### config.mk
export PLATFORM = sky130hd
export DESIGN_NAME = piso_tx
export DESIGN_NICKNAME = d
export VERILOG_FILES = /design/src/rtl/piso_tx.sv
export SDC_FILE = /design/constraint.sdc
export NUM_CORES = 1
export LEC_CHECK = 0
export CAP_MARGIN = 20
export CORE_AREA = 2 2 39 41
export DETAILED_ROUTE_END_ITERATION = 16
export DIE_AREA = 0 0 41 43
export DONT_BUFFER_PORTS = 1
export MAX_ROUTING_LAYER = met4
export PLACE_DENSITY = 0.78
export SYNTH_ARGS = -nofsm -noshare
export SYNTH_HDL_FRONTEND = slang
export SYNTH_SLANG_ARGS = --single-unit
### constraint.sdc
create_clock -name clk -period 3.35 [get_ports clk]
set_clock_uncertainty 0.15 [all_clocks]
set_input_delay 0.335 -clock clk [delete_from_list [all_inputs] [get_ports clk]]
set_output_delay 0.335 -clock clk [all_outputs]
set_load 0.01 [all_outputs]
### src/rtl/piso_tx.sv
// rtl/piso_tx.sv - parallel-in serial-out transmitter, LSB first, feeding a SIPO shift register
module piso_tx #(
  parameter int   WIDTH      = 4,
  parameter logic IDLE_LEVEL = 1'b0,
  parameter int   CNT_W      = 8
) (
  input  logic             clk,
  input  logic             rst_n,
  input  logic [WIDTH-1:0] load_data,
  input  logic             load_valid,
  output logic             load_ready,
  output logic             sout,
  output logic             sout_valid,
  output logic             busy,
  output logic             word_done,
  output logic [CNT_W-1:0] words_sent
);

  // Bit counter only needs to reach WIDTH-1.
  localparam int CW = $clog2(WIDTH);
  localparam logic [CW-1:0] LAST_IDX = CW'(WIDTH - 1);

  typedef enum logic {
    S_IDLE  = 1'b0,
    S_SHIFT = 1'b1
  } state_e;

  state_e           state_q;
  logic [WIDTH-1:0] shreg_q;
  logic [CW-1:0]    cnt_q;
  logic             sout_q;
  logic             sout_valid_q;
  logic             word_done_q;
  logic [CNT_W-1:0] words_sent_q;

  logic last_bit;
  logic accept;

  // The last payload bit is on the line; a new word may be taken without a gap.
  assign last_bit   = (state_q == S_SHIFT) && (cnt_q == LAST_IDX);
  assign load_ready = (state_q == S_IDLE) || last_bit;
  assign accept     = load_valid && load_ready;

  assign sout       = sout_q;
  assign sout_valid = sout_valid_q;
  assign busy       = (state_q == S_SHIFT);
  assign word_done  = word_done_q;
  assign words_sent = words_sent_q;

  // Transmit FSM: load, shift out LSB first, strobe completion one cycle after the last bit.
  always_ff @(posedge clk or negedge rst_n) begin
    if (!rst_n) begin
      state_q      <= S_IDLE;
      shreg_q      <= '0;
      cnt_q        <= '0;
      sout_q       <= IDLE_LEVEL;
      sout_valid_q <= 1'b0;
      word_done_q  <= 1'b0;
      words_sent_q <= '0;
    end else begin
      word_done_q <= 1'b0;
      // The downstream register has captured the final bit on this edge.
      if (last_bit) begin
        word_done_q  <= 1'b1;
        words_sent_q <= words_sent_q + CNT_W'(1);
      end
      if (accept) begin
        // Bit 0 goes straight to the line; the rest waits in the shift register.
        state_q      <= S_SHIFT;
        shreg_q      <= load_data;
        cnt_q        <= '0;
        sout_q       <= load_data[0];
        sout_valid_q <= 1'b1;
      end else if (state_q == S_SHIFT) begin
        if (last_bit) begin
          state_q      <= S_IDLE;
          shreg_q      <= '0;
          cnt_q        <= '0;
          sout_q       <= IDLE_LEVEL;
          sout_valid_q <= 1'b0;
        end else begin
          cnt_q   <= cnt_q + CW'(1);
          shreg_q <= shreg_q >> 1;
          sout_q  <= shreg_q[1];
        end
      end
    end
  end

endmodule

# Word level (Yosys, flattened, before mapping)
# Index checks and enable logic that the tools add are counted.
[op_classes] n_addsub=2 n_eq_ne=1 n_mux=16 n_bitwise=1 n_reduce_logical=6
[op_table] op="2-to-1 mux 1 bit" count=10
[op_table] op="adder 8 x 1 -> 8 bit, second input constant" count=1
[op_table] op="2-to-1 mux 4 bit" count=2
[op_table] op="2-to-1 mux 2 bit" count=3
[op_table] op="nonzero test 2 bit" count=2
[op_table] op="2-to-1 mux 3 bit" count=1
[op_table] op="adder 2 x 1 -> 2 bit, second input constant" count=1
[op_table] op="== test 2 bit, second input constant" count=1
[op_table] op="logical AND 1 bit" count=2
[op_table] op="AND reduction 2 bit" count=1
[op_table] op="logical OR 1 bit" count=1
[op_table] op="inverter 1 bit" count=1
[totals] regBits=18 inputBits=7 output_inout_bits=13 elab_cells=33

# Longest topological paths before layout
# Gate-level depths: netlist of run 1.
[depth] ltp_word=6 ltp_mapped=5

# Least setup slack after synthesis of run 1
# Ideal clock, no wire load.
[synth_timing] kind="register to register" from="register cnt_q[0]" to="register words_sent_q[7], in the netlist words_sent[7]" setup_ns=0.125 arrival_time_ns=1.199 setup_slack_ns=1.876 stages_incl_launch_ff=6 n_path_buf=1 path_cell_list="dfrtp_1 -> ha_1 -> and2_1 -> buf_6 -> and3_1 -> xor2_1"
[synth_between] elab_chain_cells=2
[synth_rtl] item="start, declared" line="30" rtl="logic [CW-1:0] cnt_q;"
[synth_rtl] item="start signal, assigned" line="82" rtl="cnt_q <= cnt_q + CW'(1);"
[synth_rtl] item="== test 2 bit" line="40" rtl="assign last_bit = (state_q == S_SHIFT) && (cnt_q == LAST_IDX);"
[synth_rtl] item="logical AND 1 bit" line="40"
[synth_rtl] item="named net last_bit" line="36" rtl="logic last_bit;"
[synth_rtl] item="end signal, assigned" line="65" rtl="words_sent_q <= words_sent_q + CNT_W'(1);"
[synth_rtl] item="end, declared" line="34" rtl="logic [CNT_W-1:0] words_sent_q;"
# The timed path passes the listed nets, and every way through them passes these cells.
# A chain may end at the register's enable or synchronous reset.

# Worst setup path after layout of run 1
[layout_timing] from="register cnt_q[0]" to="output port load_ready"
[layout_between] elab_chain_cells=3
[layout_rtl] item="== test 2 bit" line="40"
[layout_rtl] item="logical AND 1 bit" line="40"
[layout_rtl] item="logical OR 1 bit" line="41" rtl="assign load_ready = (state_q == S_IDLE) || last_bit;"
[layout_rtl] item="end, declared" line="11" rtl="output logic load_ready,"
# No other way between the ends.

==> results.md, run 1 <==
* R2R Path Start: cnt_q[0]
* Antenna Nets Post-Route at 0
* Bufs on Longest Clock Path at 2
* Hold wc startpoint: load_valid
* Num Clock Sinks at 17
* # DRC at 0
* Core ar. at 1380 um^2
* Status: finished clean
* Post-Route WL at 1320 um
* Fill cells at 115
* Multi-input logic area at 305 um^2
* Final instance area at 802 um^2
* Worst-Margin Slew at 0.729 ns
* Global-route wire length before repair at 2090 um
* Cell variety after synth at 22
* Lkg Pwr at 0.371 nW
* Die area at 1760 um^2
* Dpl ws at 1.72 ns
* Endpoints failing setup at 0
* Fin crit share at 56.1%
* Maximum vdd drop at 0.365 mV
* Worst EP required at 2.86 ns
* H-tree depth at 1
* Nets at 76
* Crit path DAT at 1.39 ns
* Sequential cell area fraction in the yosys report at 56.7%
* WS Path Type: reg2out
* Crit start category: flip-flop
* DP HPWL at 923 um
* DR iter-0 viols at 16
* Via density at 5.99
* R2r endpoint: words_sent[1]
* Antenna violations before repair at 0
* Post-Syn Area per Cell at 12.1 um^2
* Period minus WS final at 1.88 ns
* Pwr Density at 832 nW/um^2
* Total gr overflow at 0
* DR pass1 iterations at 4
* Reg2Reg Depth at 3
* Die width at 41 um
* Root Buffer: clkbuf_4
* ANT cells at 0
* # port buffers at 0
* Number of synthesis warnings at 0
* Post-route worst setup slack at 1.47 ns
* P&R area growth vs syn at 6.83%
* Fmax at 532 MHz
* Synthesized flop and latch total at 17
* Hold slack at 0.0466 ns
* Final RePlAce weighted congestion at 0.763
* Final core occ at 58.0%
* Seq. cell area at 425 um^2
* Die Y at 43 um
* Slew HR at 51.3%
* Dpl cell area at 754 um^2
* RSZ-0062 raised after global routing: no
* HP Class: in2reg
* Clock-pin slew on the worst setup and hold paths at 0.10 ns
* Layout cell share with drive strength beyond 1 at 10.6%
* Placement Rows at 14
* Initial Util at 54.2%
* Vias in the first global route at 471
* MaxCap Viol Count at 0
* CP Max Fanout at 8
* Syn_nets at 71
* Top Ports at 20
* Worst setup EP type: output pin
* Drt wl/cell at 16.1 um
* Largest net degree at the start of global routing at 18
* Area of the mapped netlist at 751 um^2
* Hold Crit Depth at 2
* Overall global routing resource usage at 18.3%
* Worst skew pair latency at 0.29 ns
* Endpoint, Worst Hold: shreg_q[3]
* R2r setup slk at 1.70 ns
* TritonCTS clock tree: yes
* Fin. Hold Viols at 0
* Vias at 491
* CTS Buf Count at 3
* Mapped Cells at 62
* Slew Viols, Final at 0
* Setup TNS at 0 ns
[flip-flops by register name, summed over array words and instances, names as in the netlist]
signal,count
word_done,1
sout_valid,1
words_sent,8
shreg_q,4
busy,1
cnt_q,2
[per-stage QoR]
step	std cells	total power, mW
global placement	76	0.539
global route	82	0.713
finish	82	0.668
floorplan	62	0.517
CTS	81	0.667
detailed placement	76	0.552
[repair_timing]
item / 4_1_cts / 5_1_grt
hold buffers: 1 / 1
endpoints found under the hold margin: 17 / 1
buffers inserted: 0 / 0
resized for setup: 0 / 0
[kinds of logic (layout without fill, tap and decap cells)]
logic type | count (synthesis) | count (layout) | synth area share, %
AOI/OAI and AO/OA | 10 | 10 | 9.00
xor gates and xnor gates | 7 | 7 | 8.17
adders and majority gates | 2 | 2 | 3.33
buffers and inverters | 3 | 7 | 2.67
DFF | 17 | 17 | 56.7
muxes | 5 | 5 | 6.83
and+or+nand+nor | 18 | 18 | 13.3
[synth_stat cells]
| master | number | share of area (%) |
|---|---|---|
| and2b_2 | 1 | 1.2 |
| nor2_1 | 2 | 1.0 |
| a31oi_1 | 1 | 0.83 |
| inv_1 | 1 | 0.50 |
| and3_1 | 3 | 2.5 |
| nand3_1 | 1 | 0.67 |
| ha_1 | 2 | 3.3 |
| mux2_2 | 1 | 1.5 |
| nand4_1 | 2 | 1.7 |
| nand2_1 | 5 | 2.5 |
| buf_6 | 1 | 1.5 |
| o21ai_0 | 5 | 3.3 |
| nand2b_1 | 2 | 1.7 |
| and2_1 | 1 | 0.83 |
| xnor2_1 | 5 | 5.8 |
| a32o_1 | 1 | 1.3 |
| buf_2 | 1 | 0.67 |
| dfrtp_1 | 17 | 57 |
| mux2i_1 | 4 | 5.3 |
| a32oi_1 | 3 | 3.5 |
| and4_2 | 1 | 1.3 |
| xor2_1 | 2 | 2.3 |
[where the power goes]
part / internal (mW) / total (mW) / switching [mW]
Combinational: 0.0874 / 0.178 / 0.0910
Clock: 0.0444 / 0.111 / 0.0667
Sequential: 0.279 / 0.378 / 0.0986
Total: 0.411 / 0.668 / 0.256
[cells in the final DEF (no fill, tap or decap)]
cell type      count
dfrtp_1           17
ha_1               2
mux2i_1            4
and2b_2            1
nand2b_1           2
dlygate4sd3_1      2
xnor2_1            5
a32oi_1            3
a32o_1             1
o21ai_0            5
clkbuf_4           3
nor2_1             2
and4_2             1
and3_1             3
inv_1              1
a31oi_1            1
mux2_2             1
nand3_1            1
nand2_1            5
and2_1             1
xor2_1             2
nand4_1            2
clkinv_2           1
[layer usage]
metal / routed length [um] / track usage (%) / share of wire [%] / vias up
met1: 608 / 25.3 / 46 / 228
li1: - / - / - / 236
met4: 16 / 8.00 / 1.2 / 0
met5: 0 / - / 0 / -
met2: 601 / 25.6 / 45 / 24
met3: 97 / 3.66 / 7.3 / 3
[worst max path at each step]
stage | startpoint | to
final | cnt_q[0] | load_ready
after global routing | cnt_q[0] | load_ready
after CTS | cnt_q[0] | load_ready
after detailed placement | cnt_q[0] | words_sent[1]
after global placement | cnt_q[0] | words_sent[1]
after floorplan | cnt_q[0] | words_sent[7]
[worst max-delay path, stage by stage, from the launching register on]
cell and delay (ns):
dfrtp_1 0.39, ha_1 0.30, and2b_2 0.28, inv_1 0.14
[final cells by class]
cell class / count / area share [%]
Clock buffer: 3 / 2.81
Clock inverter: 1 / 0.624
Inverter: 1 / 0.468
Multi-Input combinational cell: 42 / 38.1
Sequential cell: 17 / 53.0
Tap cell: 16 / 2.50
Timing Repair Buffer: 2 / 2.50
Power figures use the tool's default switching activity.
==> run 2: changes to the inputs <==
clock period = 1.8 ns   (was 3.35 ns; I/O delays follow)
==> run 2 against run 1 <==
Net effect:
- die area is the same
- final area is 7.2% higher
- worst setup slack worse by 1.4 ns
- combinational power up 120%
- global-route usage fell by 0.34 points
- highest routed layer unchanged
- clock power is 82% higher
- sequential cell count did not move
- largest cell class unchanged
- non-clock buffer count increased by 6
- critical path depth is 1 higher
- register-to-register slack got worse by 1.4 ns
- sequential power rose by 82%
- power is 92% higher
==> results.md, run 2 (synthesis gave the netlist of run 1 again) <==
* Reg2Reg Depth at 5
* Largest register FFs at 8
* Status: finished clean
* Layout cell share with drive strength beyond 1 at 15.3%
* Top Ports at 20
* Slew Viols, Final at 0
* CP cell instances: ha_2 > buf_4 > and2b_2 > inv_2
* TritonCTS clock tree: yes
* Bufs on Longest Clock Path at 2
* Root Buffer: clkbuf_4
* H-tree depth at 1
* Initial Util at 54.2%
* Slew HR at 49.6%
* Crit start category: flip-flop
* Via density at 5.76
* Maximum vdd drop at 0.632 mV
* CTS Buf Count at 3
* Num Clock Sinks at 17
* Clock-pin slew on the worst setup and hold paths at 0.10 ns
* P&R area growth vs syn at 14.5%
* DP HPWL at 883 um
* Worst-Margin Slew at 0.754 ns
* Lkg Pwr at 0.394 nW
* # DRC at 0
* DR pass1 iterations at 4
* Drt wl/cell at 14.9 um
* Global-route wire length before repair at 2060 um
* Fin crit share at 95.7%
* Crit path DAT at 1.39 ns
* Post-Route WL at 1320 um
* Fmax at 580 MHz
* Seq. cell area at 425 um^2
* Vias at 507
* Final RePlAce weighted congestion at 0.865
* Setup TNS at 0 ns
* Die area at 1760 um^2
* Antenna Nets Post-Route at 0
* Fill cells at 117
* Antenna violations before repair at 0
* Pwr Density at 1490 nW/um^2
* Die Y at 43 um
* Leading cell type in the layout, fill and taps excluded: dfrtp_1
* Die width at 41 um
* Overall global routing resource usage at 18.0%
* ANT cells at 0
* Fin. Hold Viols at 0
* HP Class: in2async
* DR iter-0 viols at 4
* Final core occ at 62.1%
* Worst skew pair latency at 0.29 ns
* Worst setup EP type: output pin
* Vias in the first global route at 500
* Total gr overflow at 0
* Most frequent cells in the layout: dfrtp_1 (17), dlygate4sd3_1 (6), xnor2_1 (5), nand2_1 (5), o21ai_0 (5)
* Multi-input logic area at 308 um^2
* Slowest stage delay, CP at 0.42 ns
* RSZ-0062 raised after global routing: no
* Endpoints failing setup at 0
* Placement Rows at 14
* MaxCap Viol Count at 0
* CP Max Fanout at 7
* Worst EP required at 1.47 ns
* # port buffers at 0
* Post-CTS setup buffers at 0
* Period minus WS final at 1.72 ns
* Core ar. at 1380 um^2
* Largest net degree at the start of global routing at 18
* WS Path Type: reg2out
* Slowest stage cell, crit path: dfrtp_1
* Nets at 82
## run 2: path summary, 6_finish.rpt
check	start	endpoint	slack (ns)
hold reg to reg	shreg_q[1]	shreg_q[0]	0.35
hold / removal	rst_n	words_sent[4]	0.24
max in group asynchronous	rst_n	cnt_q[0]	0.78
setup / recovery	cnt_q[0]	load_ready	0.08
setup reg to reg	cnt_q[0]	shreg_q[2]	0.26
min in group clk	shreg_q[1]	shreg_q[0]	0.35
## run 2: timing repair
action                                 in CTS  in global routing
resized for setup                           0                  2
hold buffers                                6                  0
endpoints found under the hold margin      24                  0
setup endpoints to repair                   0                  1
## run 2: routing by layer
layer  wire length, um  vias up  GRT usage, %
met5                 0        -             -
met4                 9        0          8.00
met3                53        2          3.66
met2               628       13          25.6
met1               625      249          24.1
li1                  -      243             -
## run 2: critical path, delay by kind of cell, from the launching register on
family	cells	cell delay [ns]
AND/OR/NAND/NOR	1	0.26
adder cells (fa/ha/maj)	1	0.21
flip-flops	1	0.42
buffers and inverters	2	0.23
## run 2: area by class of cell
type | count | area share, %
multi-input cells | 42 | 35.8
inverters | 1 | 0.437
flip-flops and latches | 17 | 49.5
clock buffers | 3 | 2.62
clock inverters | 1 | 0.582
repair buffers | 8 | 8.73
well taps | 16 | 2.33
## run 2: power by group
part / switching [mW] / internal, mW
sequential: 0.168 / 0.520
clock: 0.120 / 0.0825
combinational: 0.198 / 0.192
## run 2: metrics by stage
step | setup WS [ns] | hold WS (ns) | area, um^2 | power (mW) | cells
floorplan | 0.326 | -0.266 | 751 | 0.962 | 62
global placement | 0.334 | -0.265 | 769 | 1.03 | 78
detailed placement | 0.302 | -0.265 | 769 | 1.05 | 78
CTS | 0.0263 | 0.266 | 857 | 1.28 | 88
global route | 0.0226 | 0.292 | 860 | 1.38 | 88
finish | 0.0773 | 0.243 | 860 | 1.28 | 88
==> run 3: changes to the inputs <==
CAP_MARGIN = default   (was 20)
clock period = 1.7 ns   (was 1.8 ns; I/O delays follow)
==> run 3 against run 2 <==
Net effect:
- sequential power rose by 5.5%
- hold slack got worse by 0.012 ns
- worst setup slack got worse by 0.017 ns
- clock-buffer cell count rose by 1
- sequential share of layout area fell by 1.2 points
- global-route usage did not move
- via count rose by 1.8%
- combinational power rose by 17%
- non-clock buffer count rose by 3
- wire length fell by 1.6%
==> results.md, run 3 (synthesis gave the netlist of run 1 again) <==
* Vias at 516
* Lkg Pwr at 0.405 nW
* ANT cells at 0
* Status: finished clean
* Worst-Margin Slew at 0.737 ns
* Overall global routing resource usage at 18.0%
* Antenna Nets Post-Route at 0
* R2R Path Start: cnt_q[0]
* Core ar. at 1380 um^2
* Endpoints failing setup at 0
* Crit start category: flip-flop
* Worst path bufs/invs at 2
* Clk pwr share at 15.3%
* P&R area growth vs syn at 17.3%
* RSZ-0062 raised after global routing: no
* Die Y at 43 um
* Finished Layout Cells at 91
* Clock-pin slew on the worst setup and hold paths at 0.10 ns
* R2r setup slk at 0.13 ns
* Via density at 5.67
* Post-Route WL at 1290 um
* Final instance area at 881 um^2
* Slowest stage cell, crit path: dfrtp_1
* Internal at 0.886 mW
* Period minus WS final at 1.64 ns
* Antenna violations before repair at 0
* Setup TNS at 0 ns
* Placement Rows at 14
* Pwr Density at 1590 nW/um^2
* WS Path Type: reg2out
* Global-route wire length before repair at 2050 um
* CP Max Fanout at 7
* Root Buffer: clkbuf_4
* Fin. Hold Viols at 0
* Largest register FFs at 8
* Comb pwr share at 32.8%
* Layout cell share with drive strength beyond 1 at 17.3%
* HP Class: in2async
* Worst setup EP type: output pin
* Worst skew pair latency at 0.28 ns
* Leading cell type in the layout, fill and taps excluded: dfrtp_1
* DP HPWL at 882 um
* Final RePlAce weighted congestion at 0.799
* Fmax at 610 MHz
* MaxCap Viol Count at 0
* Fill cells at 116
* Worst EP required at 1.38 ns
* # DRC at 0
* Slowest stage delay, CP at 0.40 ns
* Crit path max-delay family: flip-flops
* Placed Cells at 78
* Die area at 1760 um^2
* Total gr overflow at 0
* Initial Util at 54.2%
* CTS Buf Count at 3
* Reg2Reg Depth at 6
* Largest net degree at the start of global routing at 18
* TritonCTS clock tree: yes
* Slew HR at 50.7%
* R2r endpoint: shreg_q[2]
* Num Clock Sinks at 17
* Fin crit share at 96.5%
* Switching Fraction at 36.7%
* Most frequent cells in the layout: dfrtp_1 (17), dlygate4sd3_1 (6)
* Maximum vdd drop at 1.00 mV
* # port buffers at 0
* Crit path DAT at 1.32 ns
* Nets at 85
* DR iter-0 viols at 8
* Die width at 41 um
* H-tree depth at 1
* Flop pwr share at 52.0%
* Vias in the first global route at 491
* Top Ports at 20
* CP cell instances: ha_2 > buf_4 > and2b_2 > inv_2
* Drt wl/cell at 14.2 um
* DR pass1 iterations at 4
* CP startpoint: cnt_q[0]
* Slew Viols, Final at 0
* Bufs on Longest Clock Path at 2
* Psw at 0.512 mW
* Dpl cell area at 769 um^2
[run 3: cell count changes in the layout (fill, tap and decap cells not counted), sizes merged]
cell	before	now
clkbuf	3	4
clkinv	1	0
buf	2	5
[run 3: power by group through the flow]
stage / sequential (mW) / combinational [mW] / clock, mW
floorplan: 0.710 / 0.309 / 0
global placement: 0.735 / 0.355 / 0
detailed placement: 0.735 / 0.366 / 0
CTS: 0.728 / 0.419 / 0.219
global route: 0.747 / 0.513 / 0.236
finish: 0.727 / 0.458 / 0.213
[run 3: how the worst max path moves through the flow]
stage                     to  slack [ns]  depth (start not counted)
2_1_floorplan  words_sent[7]        0.23                          5
3_3_place_gp   words_sent[1]        0.23                          3
3_5_place_dp   words_sent[1]        0.22                          3
4_1_cts           load_ready       0.005                          4
5_1_grt           load_ready       0.004                          4
6_report          load_ready        0.06                          4
[run 3: layer usage]
layer  track usage, %  up-vias  wire, um
met1             24.5      243       624
met5                -        -         0
met3             3.14        6        64
met4             12.0        0        34
li1                 -      250         -
met2             23.8       17       570
[run 3: worst reg2reg max path: stages (launching register included)]
cell     delay [ns]
dfrtp_1        0.37
ha_2           0.18
buf_4          0.13
and2b_2        0.24
buf_4          0.14
a32oi_1        0.14
o21ai_0        0.10
[run 3: what timing repair did]
| action | in CTS | in global routing |
|---|---|---|
| endpoints found under the hold margin | 25 | 0 |
| gates resized for setup | 1 | 1 |
| pin swaps | 0 | 0 |
| hold buffers | 6 | 0 |
| endpoints found under the setup margin | 1 | 1 |
| setup buffers | 1 | 2 |
| gates cloned | 0 | 0 |
[run 3: stage by stage]
| stage | worst slack (ns) | hold WS (ns) | total power [mW] | util (%) |
|---|---|---|---|---|
| after floorplan | 0.226 | -0.276 | 1.02 | - |
| after global placement | 0.232 | -0.275 | 1.09 | 55.6 |
| after detailed placement | 0.217 | -0.275 | 1.10 | 55.6 |
| after CTS | 0.00509 | 0.265 | 1.37 | 62.4 |
| after global routing | 0.00424 | 0.286 | 1.50 | 63.7 |
| final | 0.0601 | 0.231 | 1.40 | 63.7 |
[run 3: layout make-up]
type                            instances  area (um^2)  area share [%]
Inverter                                1         3.75           0.426
Timing Repair Buffer                   11         97.6            11.1
Sequential cell                        17          425            48.3
Tap cell                               16         20.0            2.27
Clock buffer                            4         26.3            2.98
Multi-Input combinational cell         42          308            34.9
